--- config.mk ---
export PLATFORM = sky130hd
export DESIGN_NAME = mem_ctrl_flat
export DESIGN_NICKNAME = d
export VERILOG_FILES = /design/src/rtl/mem_ctrl_pkg.sv /design/src/rtl/mem_ctrl_if.sv /design/src/rtl/mem_ctrl.sv /design/src/flat_wrapper.sv
export SDC_FILE = /design/constraint.sdc
export NUM_CORES = 1
export LEC_CHECK = 0
export ABC_AREA = 1
export BUFFER_PORTS_ARGS = -buffer_cell sky130_fd_sc_hd__buf_4
export CORE_ASPECT_RATIO = 1.75
export CORE_MARGIN = 2
export CORE_UTILIZATION = 60
export CTS_CLUSTER_DIAMETER = 80
export CTS_CLUSTER_SIZE = 30
export DETAILED_ROUTE_END_ITERATION = 8
export MAX_ROUTING_LAYER = met4
export PLACE_DENSITY_LB_ADDON = 0.15
export SLEW_MARGIN = 20
export SYNTH_ARGS = -nofsm -noshare
export SYNTH_HDL_FRONTEND = slang
export SYNTH_SLANG_ARGS = --single-unit
--- constraint.sdc ---
create_clock -name clk -period 15.83 [get_ports clk]
set_input_delay 3.9575 -clock clk [delete_from_list [all_inputs] [get_ports clk]]
set_output_delay 3.9575 -clock clk [all_outputs]
set_load 0.01 [all_outputs]
--- src/rtl/mem_ctrl_pkg.sv ---
// Shared definitions for the memory controller: bus widths, the IO window base,
// FSM state encodings and the little-endian load-merge helper.
package mem_ctrl_pkg;

  localparam int unsigned AddrBus = 32;
  localparam int unsigned DataBus = 32;
  localparam int unsigned LenBus  = 3;
  localparam int unsigned WaitBus = 2;

  localparam logic [AddrBus-1:0] IoBaseDefault = 32'h0003_0000;

  typedef enum logic [1:0] {
    StIdle = 2'd0,
    StRd   = 2'd1,
    StWr   = 2'd2
  } state_e;

  // Combine the 24-bit shift buffer (earlier bytes, newest at the top) with the
  // byte arriving on the final beat. Bits above the request length are zero.
  function automatic logic [DataBus-1:0] merge_load(input logic [23:0]       sh,
                                                    input logic [7:0]        last,
                                                    input logic [LenBus-1:0] len);
    logic [DataBus-1:0] r;
    case (len)
      3'd1:    r = {24'h0, last};
      3'd2:    r = {16'h0, last, sh[23:16]};
      default: r = {last, sh};
    endcase
    return r;
  endfunction

endpackage

--- src/rtl/mem_ctrl_if.sv ---
// Bundle of the icache, dcache and RAM/IO signals around mem_ctrl.
//  slave  : the controller side (mem_ctrl)
//  master : the environment side (caches, RAM, IO buffer)
interface mem_ctrl_if;
  import mem_ctrl_pkg::*;

  // icache
  logic                iIC_en;
  logic [AddrBus-1:0]  iIC_pc;
  logic                oIC_done;
  logic [DataBus-1:0]  oIC_dt;
  // dcache
  logic                iDC_en;
  logic                iDC_ls;
  logic [AddrBus-1:0]  iDC_pc;
  logic [DataBus-1:0]  iDC_dt;
  logic [LenBus-1:0]   iDC_len;
  logic                oDC_done;
  logic [DataBus-1:0]  oDC_dt;
  logic [WaitBus-1:0]  oWait;
  // RAM / IO
  logic [7:0]          iRAM_dt;
  logic [7:0]          oRAM_dt;
  logic [AddrBus-1:0]  oRAM_a;
  logic                oRAM_wr;
  logic                iIO_full;

  modport slave (
    input  iIC_en, iIC_pc, iDC_en, iDC_ls, iDC_pc, iDC_dt, iDC_len, iRAM_dt, iIO_full,
    output oIC_done, oIC_dt, oDC_done, oDC_dt, oWait, oRAM_dt, oRAM_a, oRAM_wr
  );

  modport master (
    output iIC_en, iIC_pc, iDC_en, iDC_ls, iDC_pc, iDC_dt, iDC_len, iRAM_dt, iIO_full,
    input  oIC_done, oIC_dt, oDC_done, oDC_dt, oWait, oRAM_dt, oRAM_a, oRAM_wr
  );

endinterface

--- src/rtl/mem_ctrl.sv ---
// Single owner of the byte-wide RAM/IO port. Arbitrates icache fetches against
// dcache loads/stores (dcache wins), serialises each request into byte beats and
// assembles load data little-endian.
//  clk, rst : clock, asynchronous active-high reset
//  rdy      : global enable, low freezes all state and blocks writes
//  bus      : mem_ctrl_if.slave (icache, dcache, RAM/IO signals)
module mem_ctrl
  import mem_ctrl_pkg::*;
#(
  parameter logic [AddrBus-1:0] IO_BASE = IoBaseDefault
) (
  input  logic       clk,
  input  logic       rst,
  input  logic       rdy,
  mem_ctrl_if.slave  bus
);

  state_e              state_q, state_d;
  logic [2:0]          cnt_q;
  logic                cur_ic_q;
  logic [AddrBus-1:0]  cur_pc_q;
  logic [DataBus-1:0]  cur_dt_q;
  logic [LenBus-1:0]   cur_len_q;
  logic                slot_v_q, slot_ls_q;
  logic [AddrBus-1:0]  slot_pc_q;
  logic [DataBus-1:0]  slot_dt_q;
  logic [LenBus-1:0]   slot_len_q;
  logic [23:0]         sh_q;
  logic                ic_done_q, dc_done_q;
  logic [DataBus-1:0]  ic_dt_q, dc_dt_q;

  logic                ic_req, dc_accept, dc_req, dc_ls;
  logic [AddrBus-1:0]  dc_pc, beat_a;
  logic [DataBus-1:0]  dc_dt;
  logic [LenBus-1:0]   dc_len;
  logic                io_stall, rd_last, wr_last;

  // Icache is ignored while its done pulse is out; dcache is re-armed only after
  // the slot has been released on the edge following its done pulse.
  always_comb begin
    ic_req    = bus.iIC_en && !ic_done_q;
    dc_accept = bus.iDC_en && !slot_v_q;
    dc_req    = (slot_v_q && !dc_done_q) || dc_accept;
    dc_ls     = slot_v_q ? slot_ls_q  : bus.iDC_ls;
    dc_pc     = slot_v_q ? slot_pc_q  : bus.iDC_pc;
    dc_dt     = slot_v_q ? slot_dt_q  : bus.iDC_dt;
    dc_len    = slot_v_q ? slot_len_q : bus.iDC_len;
    beat_a    = cur_pc_q + AddrBus'(cnt_q);
    io_stall  = (state_q == StWr) && (beat_a >= IO_BASE) && bus.iIO_full;
    rd_last   = (state_q == StRd) && (cnt_q == cur_len_q);
    wr_last   = (state_q == StWr) && !io_stall && (cnt_q == cur_len_q - 3'd1);
  end

  // State register
  always_ff @(posedge clk or posedge rst) begin
    if (rst) begin
      state_q <= StIdle;
    end else if (rdy) begin
      state_q <= state_d;
    end
  end

  // Next state
  always_comb begin
    state_d = state_q;
    unique case (state_q)
      StIdle: begin
        if (dc_req)      state_d = dc_ls ? StWr : StRd;
        else if (ic_req) state_d = StRd;
      end
      StRd:    if (rd_last) state_d = StIdle;
      StWr:    if (wr_last) state_d = StIdle;
      default: state_d = StIdle;
    endcase
  end

  // Outputs
  always_comb begin
    bus.oRAM_wr = rdy && (state_q == StWr) && !io_stall;
    bus.oRAM_a  = (state_q == StIdle) ? '0 : beat_a;
    bus.oRAM_dt = (state_q == StWr) ? cur_dt_q[{cnt_q[1:0], 3'b000} +: 8] : 8'h00;
    bus.oWait   = {slot_v_q, ic_req && !((state_q != StIdle) && cur_ic_q)};
  end

  assign bus.oIC_done = ic_done_q;
  assign bus.oIC_dt   = ic_dt_q;
  assign bus.oDC_done = dc_done_q;
  assign bus.oDC_dt   = dc_dt_q;

  // Datapath: pending slot, current request, beat counter, load assembly
  always_ff @(posedge clk or posedge rst) begin
    if (rst) begin
      cnt_q      <= '0;
      cur_ic_q   <= 1'b0;
      cur_pc_q   <= '0;
      cur_dt_q   <= '0;
      cur_len_q  <= '0;
      slot_v_q   <= 1'b0;
      slot_ls_q  <= 1'b0;
      slot_pc_q  <= '0;
      slot_dt_q  <= '0;
      slot_len_q <= '0;
      sh_q       <= '0;
      ic_done_q  <= 1'b0;
      dc_done_q  <= 1'b0;
      ic_dt_q    <= '0;
      dc_dt_q    <= '0;
    end else if (rdy) begin
      ic_done_q <= 1'b0;
      dc_done_q <= 1'b0;
      if (dc_done_q) begin
        slot_v_q <= 1'b0;
      end else if (dc_accept) begin
        slot_v_q   <= 1'b1;
        slot_ls_q  <= bus.iDC_ls;
        slot_pc_q  <= bus.iDC_pc;
        slot_dt_q  <= bus.iDC_dt;
        slot_len_q <= bus.iDC_len;
      end
      unique case (state_q)
        StIdle: begin
          if (dc_req || ic_req) begin
            cnt_q     <= '0;
            cur_ic_q  <= !dc_req;
            cur_pc_q  <= dc_req ? dc_pc : bus.iIC_pc;
            cur_len_q <= dc_req ? dc_len : 3'd4;
            cur_dt_q  <= dc_dt;
          end
        end
        StRd: begin
          // The first shift takes a don't-care byte; merge_load only uses the
          // slices filled by real bytes.
          cnt_q <= cnt_q + 3'd1;
          sh_q  <= {bus.iRAM_dt, sh_q[23:8]};
          if (rd_last) begin
            if (cur_ic_q) begin
              ic_done_q <= 1'b1;
              ic_dt_q   <= merge_load(sh_q, bus.iRAM_dt, cur_len_q);
            end else begin
              dc_done_q <= 1'b1;
              dc_dt_q   <= merge_load(sh_q, bus.iRAM_dt, cur_len_q);
            end
          end
        end
        StWr: begin
          if (!io_stall) begin
            cnt_q <= cnt_q + 3'd1;
            if (wr_last) dc_done_q <= 1'b1;
          end
        end
        default: ;
      endcase
    end
  end

endmodule

--- src/flat_wrapper.sv ---
// flat-port wrapper written by rule: the top's interface ports become plain ports
module mem_ctrl_flat import mem_ctrl_pkg::*;
#(
  parameter logic [AddrBus-1:0] IO_BASE = IoBaseDefault
)
  (clk, rst, rdy, bus_iIC_en, bus_iIC_pc, bus_iDC_en, bus_iDC_ls, bus_iDC_pc, bus_iDC_dt, bus_iDC_len, bus_iRAM_dt, bus_iIO_full, bus_oIC_done, bus_oIC_dt, bus_oDC_done, bus_oDC_dt, bus_oWait, bus_oRAM_dt, bus_oRAM_a, bus_oRAM_wr);
  mem_ctrl_if bus_i ();
  input  logic clk;
  input  logic rst;
  input  logic rdy;
  input wire logic [$bits(bus_i.iIC_en)-1:0] bus_iIC_en;
  input wire logic [$bits(bus_i.iIC_pc)-1:0] bus_iIC_pc;
  input wire logic [$bits(bus_i.iDC_en)-1:0] bus_iDC_en;
  input wire logic [$bits(bus_i.iDC_ls)-1:0] bus_iDC_ls;
  input wire logic [$bits(bus_i.iDC_pc)-1:0] bus_iDC_pc;
  input wire logic [$bits(bus_i.iDC_dt)-1:0] bus_iDC_dt;
  input wire logic [$bits(bus_i.iDC_len)-1:0] bus_iDC_len;
  input wire logic [$bits(bus_i.iRAM_dt)-1:0] bus_iRAM_dt;
  input wire logic [$bits(bus_i.iIO_full)-1:0] bus_iIO_full;
  output wire logic [$bits(bus_i.oIC_done)-1:0] bus_oIC_done;
  output wire logic [$bits(bus_i.oIC_dt)-1:0] bus_oIC_dt;
  output wire logic [$bits(bus_i.oDC_done)-1:0] bus_oDC_done;
  output wire logic [$bits(bus_i.oDC_dt)-1:0] bus_oDC_dt;
  output wire logic [$bits(bus_i.oWait)-1:0] bus_oWait;
  output wire logic [$bits(bus_i.oRAM_dt)-1:0] bus_oRAM_dt;
  output wire logic [$bits(bus_i.oRAM_a)-1:0] bus_oRAM_a;
  output wire logic [$bits(bus_i.oRAM_wr)-1:0] bus_oRAM_wr;
  assign bus_i.iIC_en = bus_iIC_en;
  assign bus_i.iIC_pc = bus_iIC_pc;
  assign bus_i.iDC_en = bus_iDC_en;
  assign bus_i.iDC_ls = bus_iDC_ls;
  assign bus_i.iDC_pc = bus_iDC_pc;
  assign bus_i.iDC_dt = bus_iDC_dt;
  assign bus_i.iDC_len = bus_iDC_len;
  assign bus_i.iRAM_dt = bus_iRAM_dt;
  assign bus_i.iIO_full = bus_iIO_full;
  assign bus_oIC_done = bus_i.oIC_done;
  assign bus_oIC_dt = bus_i.oIC_dt;
  assign bus_oDC_done = bus_i.oDC_done;
  assign bus_oDC_dt = bus_i.oDC_dt;
  assign bus_oWait = bus_i.oWait;
  assign bus_oRAM_dt = bus_i.oRAM_dt;
  assign bus_oRAM_a = bus_i.oRAM_a;
  assign bus_oRAM_wr = bus_i.oRAM_wr;
  mem_ctrl #(.IO_BASE(IO_BASE)) u_core (.clk(clk), .rst(rst), .rdy(rdy), .bus(bus_i));
endmodule
# ---- Word level (Yosys, flattened, before mapping)
# Cells that the tools add are included.
# Widths: inputs -> output; s select.
dict set report word_totals {
  ff_bits 232
  in_bits 114
  output_inout_bits 109
  word_cells 94
}
dict set report op_classes {
  n_addsub 3
  magnitude_cmp 1
  n_eq_ne 11
  shift 1
  mux 28
  n_bitwise 2
  n_reduce_logical 32
}
# op count
set op_table {}
lappend op_table {{$mux 32} 4}
lappend op_table {{$pmux 32 s2} 1}
lappend op_table {{$add 32x3->32} 1}
lappend op_table {{$ge 32x18->1 const B} 1}
lappend op_table {{$shiftx 32x6->8} 1}
lappend op_table {{$reduce_and 4->1} 4}
lappend op_table {{$logic_and 1x1->1} 12}
lappend op_table {{$mux 3} 4}
lappend op_table {{$mux 1} 10}
lappend op_table {{$mux 2} 5}
lappend op_table {{$pmux 3 s3} 1}
lappend op_table {{$mux 8} 1}
lappend op_table {{$eq 3x3->1} 2}
lappend op_table {{$logic_not 1->1} 6}
lappend op_table {{$pmux 2 s3} 1}
lappend op_table {{$reduce_and 3->1} 2}
lappend op_table {{$ne 2x1->1 const B} 2}
lappend op_table {{$ne 2x2->1 const B} 2}
lappend op_table {{$reduce_and 2->1} 2}
lappend op_table {{$reduce_bool 2->1} 2}
lappend op_table {{$add 3x1->3 const B} 1}
lappend op_table {{$eq 3x1->1 const B} 1}
lappend op_table {{$eq 3x2->1 const B} 1}
lappend op_table {{$ne 3x1->1 const B} 1}
lappend op_table {{8 further kinds} 10}

# ---- Depth between registers and ports, before layout
# Gate-level depths: netlist (run 1).
dict set report logic_depth {
  word_depth 10
  depth_mapped 20
  ltp_nobuf 20
}

# ---- Least setup slack after synthesis (run 1)
# No wires, ideal clock.
dict set report synth_timing {
  kind {input to output}
  startpoint {in bus_iIO_full}
  endpoint {out bus_oRAM_wr}
  t_arrival_ns 4.336
  required_ns 11.873
  setup_slack_ns 7.537
  path_stages 5
  n_path_buf 0
  path_cell_list {nand2_1 -> inv_1 -> nand2_2 -> nand2_1 -> nor2_1}
}
dict set report synth_via {
  elab_chain_cells 3
}
# item line
set synth_lines {}
lappend synth_lines {{start: declaration} flat_wrapper.sv:19} ;# input wire logic [$bits(bus_i.iIO_full)-1:0] bus_iIO_full;
lappend synth_lines {{$logic_and 1x1->1} mem_ctrl.sv:49} ;# io_stall = (state_q == StWr) && (beat_a >= IO_BASE) && bus.iIO_full;
lappend synth_lines {{$logic_not 1->1} mem_ctrl.sv:79} ;# bus.oRAM_wr = rdy && (state_q == StWr) && !io_stall;
lappend synth_lines {{$logic_and 1x1->1} mem_ctrl.sv:79}
lappend synth_lines {{end: declaration} flat_wrapper.sv:27} ;# output wire logic [$bits(bus_i.oRAM_wr)-1:0] bus_oRAM_wr;
# Every way passes these cells.

# ---- Worst setup path after layout (run 1)
# Same ends and word-level chain as after synthesis.

==> results of run 1 <==
power groups by stage:
| stage | logic, uW | registers (uW) | clock network, uW |
|---|---|---|---|
| final | 1350 | 1090 | 312 |
| after global routing | 1510 | 1120 | 336 |
| after global placement | 1320 | 1080 | 0 |
| after CTS | 1360 | 1080 | 316 |
| after floorplan | 877 | 1050 | 0 |
| after detailed placement | 1360 | 1090 | 0 |
sequential cells by signal, indices dropped and copies added, names as in the netlist, 2 cells and up:
signal and count:
u_core.slot_len_q 3, u_core.state_q 2, u_core.cnt_q 3, u_core.cur_dt_q 32
u_core.slot_pc_q 32, u_core.cur_len_q 3, u_core.slot_dt_q 32, u_core.bus.oDC_dt 32
u_core.bus.oIC_dt 32, u_core.cur_pc_q 32, u_core.sh_q 24
worst paths after layout:
kind	startpoint	to	slack (ps)
setup / recovery	bus_iIO_full	bus_oRAM_wr	7270
hold / removal	u_core.bus.oIC_dt[17]$_DFFE_PP0P_	u_core.bus.oIC_dt[17]$_DFFE_PP0P_	480
setup reg to reg	u_core.slot_v_q$_DFFE_PP0P_	u_core.cur_dt_q[10]$_DFFE_PP0P_	11520
hold reg to reg	u_core.bus.oIC_dt[17]$_DFFE_PP0P_	u_core.bus.oIC_dt[17]$_DFFE_PP0P_	480
max in group asynchronous	rst	u_core.cur_pc_q[19]$_DFFE_PP0P_	10930
min in group asynchronous	rst	u_core.slot_dt_q[4]$_DFFE_PP0P_	3560
cell usage after synthesis (3+ instances only):
| cell type | count | area share |
|---|---|---|
| nand2_1 | 435 | 0.14 |
| dfrtp_1 | 232 | 0.49 |
| inv_1 | 139 | 0.044 |
| o21ai_0 | 139 | 0.059 |
| nor2_1 | 114 | 0.036 |
| clkbuf_1 | 56 | 0.018 |
| o211ai_1 | 52 | 0.033 |
| a21oi_1 | 45 | 0.019 |
| a31oi_1 | 42 | 0.022 |
| mux2_2 | 38 | 0.036 |
| nand3_1 | 21 | 0.0089 |
| buf_2 | 12 | 0.0051 |
| nor2_4 | 11 | 0.011 |
| ha_1 | 10 | 0.011 |
| o22ai_1 | 10 | 0.0053 |
| nand2_2 | 9 | 0.0048 |
| nand3b_1 | 9 | 0.0058 |
| nor2_2 | 9 | 0.0048 |
| inv_2 | 8 | 0.0026 |
| o221ai_1 | 8 | 0.0060 |
| buf_4 | 5 | 0.0032 |
| xnor2_1 | 5 | 0.0037 |
| buf_1 | 4 | 0.0013 |
| xor2_1 | 4 | 0.0030 |
| nand2_4 | 3 | 0.0029 |
| o21ai_1 | 3 | 0.0013 |
worst register-to-register path, delay by kind of cell, from the launching register on:
family          cells  cell delay [ps]
simple gates        4              980
buf+inv             6             2300
compound gates      2              370
flops               1              570
final cells by class:
cell class,count,share of cell area
Sequential cell,232,0.421
Multi-Input combinational cell,988,0.369
Timing Repair Buffer,232,0.126
Inverter,149,0.0412
Tap cell,241,0.0219
Clock buffer,11,0.0200
Clock inverter,1,0.000635
layer usage:
metal / wire length, um / up-vias
li1: - / 5010
met1: 12000 / 4781
met2: 16200 / 310
met5: 0 / -
met4: 1400 / 0
met3: 1440 / 65
per-stage QoR:
stage,power (uW),instances
after floorplan,1930,1446
after global placement,2400,1842
after detailed placement,2450,1842
after CTS,2760,1854
after global routing,2970,1854
final,2750,1854
logic make-up (layout without fill, tap and decap cells):
family          count (synthesis)  count (layout)  share of synthesized area
buf+inv                       226             393                     0.0751
mux                            40              40                     0.0383
compound gates                304             304                      0.151
simple gates                  624             624                      0.223
xor+xnor                        9               9                    0.00671
fa+ha+maj                      11              11                     0.0124
flops                         232             232                      0.494
==> impl_metrics.tcl, run 1 <==
set metrics [dict create \
    status "finished, final reports clean" \
    seq_power_share 0.395 \
    clk_latency_ps 490 \
    placed_cell_area_um2 13500 \
    pwr_density_cell_nw_per_um2 200 \
    final_common_cell "nand2_1" \
    syn-num-nets 1571 \
    fin_crit_ps 8560 \
    crit_fanout 3 \
    fillCellCount 1554 \
    p_sw_uw 1220 \
    worst-path-stages 7 \
    cp-end-kind "output pin" \
    clock_sinks 232 \
    syn_avg_cell_area_um2 8.13 \
    cts.clk_slew.worst_paths_ps 110 \
    h-tree-depth 1 \
    grt_pass1_wl_mm 49.2 \
    postSynthCellCount 1446 \
    die_w_um 110 \
    grt_use_met3 0.0289 \
    required_ps 11870 \
    multi_input_area_um2 5080 \
    critPathBufInv 3 \
    grt_pass1_vias 9690 \
    cts_buffers 11 \
    nNetsFinal 1739 \
    cap_violations 0 \
    yosys_warnings 0 \
    root_buffer "clkbuf_16" \
    cp_cell_sequence "buf_4 > nand2_1 > inv_1 > nand2_2 > nand2_1 > nor2_1 > buf_4" \
    grt_setup_unrepaired "no" \
    gr-total-overflow 0 \
    antenna_found_initial 0 \
    synthArstFlopShare 1.00 \
    tightest_slew_ps 1050 \
    design.portCount 223 \
    antenna-diode-count 0 \
    holdWs_ps 482 \
    clock_tree.buffer_depth 3 \
    setup_viol_count_final 0 \
    tns_ps 0 \
    wl_per_cell_um 16.8 \
    ctsHoldBuffers 0 \
    synth_edf_count 0 \
    holdCritPathClass "flop to flop" \
    use_met1 0.377 \
    via_per_inst 5.48 \
    final_cell_mix "nand2_1 (434), buf_4 (232), dfrtp_1 (232)" \
    die_area_um2 20800 \
    ys_seq_area_frac 0.494 \
    drt_iter0_markers 797 \
    die_y_um 189 \
    synth-seq-cells 232 \
    cts_setup_buffers 0 \
    power_frac_clock 0.113 \
    grt_use_met2 0.529 \
    finClkSkew_ps 14.4 \
    fp-row-count 67 \
    synthesis.area_um2 11700 \
    intPower_uw 1540 \
    cp.arrival_ps 4600 \
    seq_area_um2 5810 \
    drive_above_1_share 0.206 \
    cts_tree "yes" \
    hpwlAfterDp_mm 23.1 \
    ir_drop_mv 0.129 \
    cp_top_family "simple AND/OR/NAND/NOR gates" \
    grtUsageTotal 0.312 \
    final_core_util 0.718 \
    core_area_um2 19200 \
    synthFlopType "dfrtp_1" \
    drc_errors 0 \
    ys_types 44 \
    gp_congestion 0.939 \
    final_antenna_net_count 0 \
    post-place-ws_ps 7290 \
    reg2regPathDepth 12 \
    fmax_mhz 117 \
    setup_ws_ps 7270 \
    critPathMaxStageDelay_ps 140 \
    syn_to_final_growth_pct 17.3 \
    sw_frac_of_total 0.442 \
    io_buffers 222 \
    grt_max_degree 112 \
    min_path_cells 2 \
    hold_violations 0 \
    fin_crit_sh 0.541 \
    crit_slowest_cell "buf_4" \
    leakagePower_uw 0.00689 \
    via_count 10200 \
    drt_first_pass_iters 5 \
    comb_power_share 0.492 \
    start_util 0.612 \
    wl_mm 31.1 \
    worstSetupPathType "input port to output pin" \
    cts.repair.resized 0 \
    fin_area_um2 13800 \
    slew_violations 0 \
    relSlewSlack 0.298 \
    top_usage_layer "met2" \
    setup.worst_path.start_class "input port" \
]
Note: power is estimated with default switching activity, not from simulation.
==> run 2, diff against run 1 <==
- CORE_UTILIZATION: 60 -> 56
- clock period: 15.83 -> 9 ns (I/O delays scaled with it)
==> impl_metrics.tcl, run 2 (synthesized netlist as in run 1, its figures left out) <==
set metrics [dict create \
    leakagePower_uw 0.00689 \
    clock_sinks 232 \
    tightest_slew_ps 944 \
    antenna_found_initial 0 \
    crit_fanout 28 \
    status "finished, final reports clean" \
    final_antenna_net_count 0 \
    fp-row-count 70 \
    fin_cells 1866 \
    power_frac_clock 0.112 \
    cts_setup_buffers 0 \
    final_common_cell "nand2_1" \
    seq_power_share 0.397 \
    start_util 0.566 \
    grt_max_degree 99 \
    pwr_density_cell_nw_per_um2 350 \
    place_inst 1853 \
    grt_setup_unrepaired "no" \
    relSlewSlack 0.371 \
    ir_drop_mv 0.278 \
    wl_per_cell_um 16.8 \
    drt_iter0_markers 715 \
    setup.worst_path.start_class "flop" \
    clk_latency_ps 470 \
    final_cell_mix "nand2_1 (434), buf_4 (232), dfrtp_1 (232)" \
    drc_errors 0 \
    wl_mm 31.4 \
    post-place-ws_ps 3630 \
    comb_power_share 0.491 \
    hpwlAfterDp_mm 23.9 \
    cts_buffers 11 \
    gp_congestion 0.917 \
    die_w_um 113 \
    drive_above_1_share 0.206 \
    fin_crit_sh 0.647 \
    antenna-diode-count 0 \
    setup_ws_ps 3180 \
    intPower_uw 2700 \
    cp_common_cell "nand2_1" \
    cts_tree "yes" \
    cts.repair.resized 0 \
    finClkSkew_ps 17.3 \
    slew_violations 0 \
    fmax_mhz 172 \
    holdWs_ps 484 \
    h-tree-depth 1 \
    fin_crit_ps 5820 \
    syn_to_final_growth_pct 17.5 \
    critPathMaxStageDelay_ps 900 \
    sw_frac_of_total 0.441 \
    grt_pass1_vias 9717 \
    die_area_um2 22200 \
    grtUsageTotal 0.291 \
    p_sw_uw 2130 \
    hold_violations 0 \
    tns_ps 0 \
    setup_viol_count_final 0 \
    drt_first_pass_iters 7 \
    cp.arrival_ps 3570 \
    gr-total-overflow 0 \
    required_ps 6750 \
    ctsHoldBuffers 0 \
    root_buffer "clkbuf_16" \
    cts.clk_slew.worst_paths_ps 110 \
    core_area_um2 20800 \
    cp-end-kind "output pin" \
    io_buffers 222 \
    crit_slowest_cell "dfrtp_1" \
    grt_pass1_wl_mm 49.5 \
    design.portCount 223 \
    placed_cell_area_um2 13500 \
    cap_violations 0 \
    worstSetupPathType "flop to output pin" \
    holdCritPathClass "flop to flop" \
    cp_cell_sequence "ha_1 > fa_1 > nand2_1 > nand2_1 > nand2_4 > nor2_4 > nand3_2 > nand2_2 > nand2_1 > nor2_2 > nand2_1 > nor2_1 > nand2_1 > nand2_2 > nand2_1 > nor2_1 > buf_4" \
    via_per_inst 5.42 \
    nNetsFinal 1739 \
    die_y_um 196 \
    fin_area_um2 13800 \
    clock_tree.buffer_depth 3 \
    via_count 10100 \
]
[run 2: cell types whose count changed in the layout (fill, tap and decap cells not counted), sizes merged]
| cell | change |
|---|---|
| clkinv | +1 |
| clkinvlp | +1 |
| inv | -1 |
[run 2: per-stage QoR]
stage | utilization | total power (uW)
6_report | 0.665 | 4830
3_3_place_gp | 0.651 | 4250
3_5_place_dp | 0.651 | 4320
4_1_cts | 0.665 | 4860
2_1_floorplan | - | 3390
5_1_grt | 0.665 | 5210
[run 2: layer usage]
metal,GRT usage,share of wire,up-vias
met3,0.0320,0.041,56
met1,0.337,0.39,4751
met5,-,0,-
met2,0.523,0.54,298
met4,0.0967,0.034,0
li1,-,-,5012
[run 2: power groups by stage]
stage	registers, uW	clock network, uW	logic [uW]
floorplan	1850	0	1540
global placement	1910	0	2330
detailed placement	1930	0	2390
CTS	1910	554	2390
global route	1970	584	2660
finish	1920	542	2370
[run 2: area by class of cell]
cell class	instances	area, um2
Fill cell	1826	6960
Sequential cell	232	5810
Multi-Input combinational cell	988	5080
Timing Repair Buffer	232	1740
Inverter	149	568
Tap cell	252	315
Clock buffer	11	275
Clock inverter	2	12.5
[run 2: path summary, 6_finish.rpt]
check                                                       start                                end  slack [ps]  cells past startpoint
worst max register to register        u_core.slot_v_q$_DFFE_PP0P_     u_core.cur_pc_q[9]$_DFFE_PP0P_        5060                     11
max in group asynchronous                                     rst   u_core.slot_pc_q[24]$_DFFE_PP0P_        5770                      3
min in group asynchronous                                     rst    u_core.bus.oIC_done$_DFFE_PP0P_        1850                      2
worst min-delay path            u_core.bus.oIC_dt[17]$_DFFE_PP0P_  u_core.bus.oIC_dt[17]$_DFFE_PP0P_         480                      2
worst min register to register  u_core.bus.oIC_dt[17]$_DFFE_PP0P_  u_core.bus.oIC_dt[17]$_DFFE_PP0P_         480                      2
worst max-delay path                  u_core.cnt_q[0]$_DFFE_PP0P_                        bus_oRAM_wr        3180                     17
[run 2: worst max-delay path: cells and delay by family, from the launching register on]
kind / cells / cell delay, ps
AND/OR/NAND/NOR: 14 / 1460
flip-flops: 1 / 900
adder cells (fa/ha/maj): 2 / 610
buffers and inverters: 1 / 140
==> run 3, diff against run 2 <==
- clock period: 9 -> 5.5 ns (I/O delays scaled with it)
==> impl_metrics.tcl, run 3 (synthesized netlist as in run 1, its figures left out) <==
set metrics [dict create \
    status "finished, final reports clean" \
    pwr_density_cell_nw_per_um2 573 \
    worstSetupPathType "flop to output pin" \
    cts_tree "yes" \
    design.portCount 223 \
    die_y_um 196 \
    cap_violations 0 \
    drive_above_1_share 0.207 \
    root_buffer "clkbuf_16" \
    die_area_um2 22200 \
    grtUsageTotal 0.297 \
    core_area_um2 20800 \
    fin_area_um2 13800 \
    leakagePower_uw 0.00691 \
    io_buffers 222 \
    relSlewSlack 0.286 \
    start_util 0.566 \
    drt_iter0_markers 711 \
    r2r_end "u_core.cur_pc_q[12]$_DFFE_PP0P_" \
    via_per_inst 5.44 \
    final_antenna_net_count 0 \
    fin_crit_sh 0.915 \
    fp-row-count 70 \
    ctsHoldBuffers 0 \
    final_common_cell "nand2_1" \
    slew_violations 0 \
    cts_buffers 11 \
    wl_mm 31.7 \
    clock_sinks 232 \
    holdWs_ps 483 \
    via_count 10200 \
    cts.clk_slew.worst_paths_ps 120 \
    final_cell_mix "nand2_1 (434), dfrtp_1 (232), buf_4 (231)" \
    placed_cell_area_um2 13500 \
    h-tree-depth 1 \
    gp_congestion 0.949 \
    antenna-diode-count 0 \
    drt_first_pass_iters 5 \
    fin_crit_ps 5030 \
    fillCellCount 1857 \
    syn_to_final_growth_pct 17.7 \
    cts_setup_buffers 0 \
    tightest_slew_ps 1070 \
    crit_start "u_core.cnt_q[0]$_DFFE_PP0P_" \
    hold_violations 0 \
    tns_ps 0 \
    clk_latency_ps 480 \
    required_ps 4120 \
    crit_path_end "bus_oRAM_wr" \
    grt_pass1_vias 9922 \
    cp-end-kind "output pin" \
    drc_errors 0 \
    grt_setup_unrepaired "no" \
    setup.worst_path.start_class "flop" \
    ir_drop_mv 0.450 \
    nNetsFinal 1740 \
    clock_tree.buffer_depth 3 \
    finClkSkew_ps 16.5 \
    wl_per_cell_um 17.0 \
    antenna_found_initial 0 \
    grt_max_degree 135 \
    multi_input_area_um2 5080 \
    reg2regPathDepth 9 \
    cts.repair.resized 0 \
    die_w_um 113 \
    crit_fanout 28 \
    seq_area_um2 5810 \
    rr_startpoint "u_core.slot_v_q$_DFFE_PP0P_" \
    grt_pass1_wl_mm 51.0 \
    setup_viol_count_final 0 \
    hpwlAfterDp_mm 23.8 \
    cp.arrival_ps 3660 \
    holdCritPathClass "flop to flop" \
    fmax_mhz 199 \
    gr-total-overflow 0 \
    r2r_slack_ps 1990 \
    power_uw 7930 \
]
[run 3: cell types whose count changed in the layout (fill, tap and decap cells not counted)]
| cell | change |
|---|---|
| buf_12 | +1 |
| buf_4 | -1 |
| clkinv_2 | -1 |
| clkbuf_8 | +1 |
| clkinv_4 | +1 |
| buf_6 | +1 |
| inv_8 | -1 |
[run 3: worst min-delay path by stage]
stage	start	end	slack, ps	depth (start not counted)
after global routing	u_core.bus.oIC_dt[6]$_DFFE_PP0P_	u_core.bus.oIC_dt[6]$_DFFE_PP0P_	510	2
after global placement	u_core.bus.oIC_dt[11]$_DFFE_PP0P_	u_core.bus.oIC_dt[11]$_DFFE_PP0P_	460	2
final	u_core.bus.oIC_dt[22]$_DFFE_PP0P_	u_core.bus.oIC_dt[22]$_DFFE_PP0P_	480	2
after CTS	u_core.bus.oIC_dt[22]$_DFFE_PP0P_	u_core.bus.oIC_dt[22]$_DFFE_PP0P_	490	2
after floorplan	u_core.cur_dt_q[0]$_DFFE_PP0P_	u_core.cur_dt_q[0]$_DFFE_PP0P_	450	2
after detailed placement	u_core.bus.oIC_dt[22]$_DFFE_PP0P_	u_core.bus.oIC_dt[22]$_DFFE_PP0P_	460	2
[run 3: through the flow]
step	utilization	worst slack (ps)	instances
final	0.666	469	1867
after CTS	0.666	477	1867
after global placement	0.652	1080	1854
after detailed placement	0.652	1000	1854
after floorplan	-	1090	1446
after global routing	0.666	210	1867
[run 3: where the power goes]
part | switching (uW) | total (uW) | internal [uW]
registers | 638 | 3140 | 2500
clock network | 527 | 909 | 382
logic | 2330 | 3880 | 1560
total | 3490 | 7930 | 4440
[run 3: worst max-delay path, stage by stage, from the launching register on]
cell and delay (ps):
dfrtp_1 890, ha_1 350, fa_1 250, nand2_1 60
nand2_1 120, nand2_4 140, nor2_4 180, nand3_2 80
nand2_2 70, nand2_1 70, nor2_2 70, nand2_1 60
nor2_1 160, nand2_1 180, nand2_2 130, nand2_1 50
nor2_1 150, buf_4 150
[run 3: area by class of cell]
| class | instances | share of cell area |
|---|---|---|
| inverters | 149 | 0.0408 |
| multi-input cells | 988 | 0.367 |
| clock buffers | 12 | 0.0209 |
| clock inverters | 1 | 0.000633 |
| well taps | 252 | 0.0228 |
| repair buffers | 233 | 0.128 |
| flip-flops and latches | 232 | 0.420 |
[run 3: per-layer routing]
layer  GRT usage  share of wire  vias up
li1            -              -     5013
met1       0.352           0.39     4812
met2       0.532           0.53      276
met3      0.0211          0.041       53
met4       0.103          0.038        0
met5           -              0        -
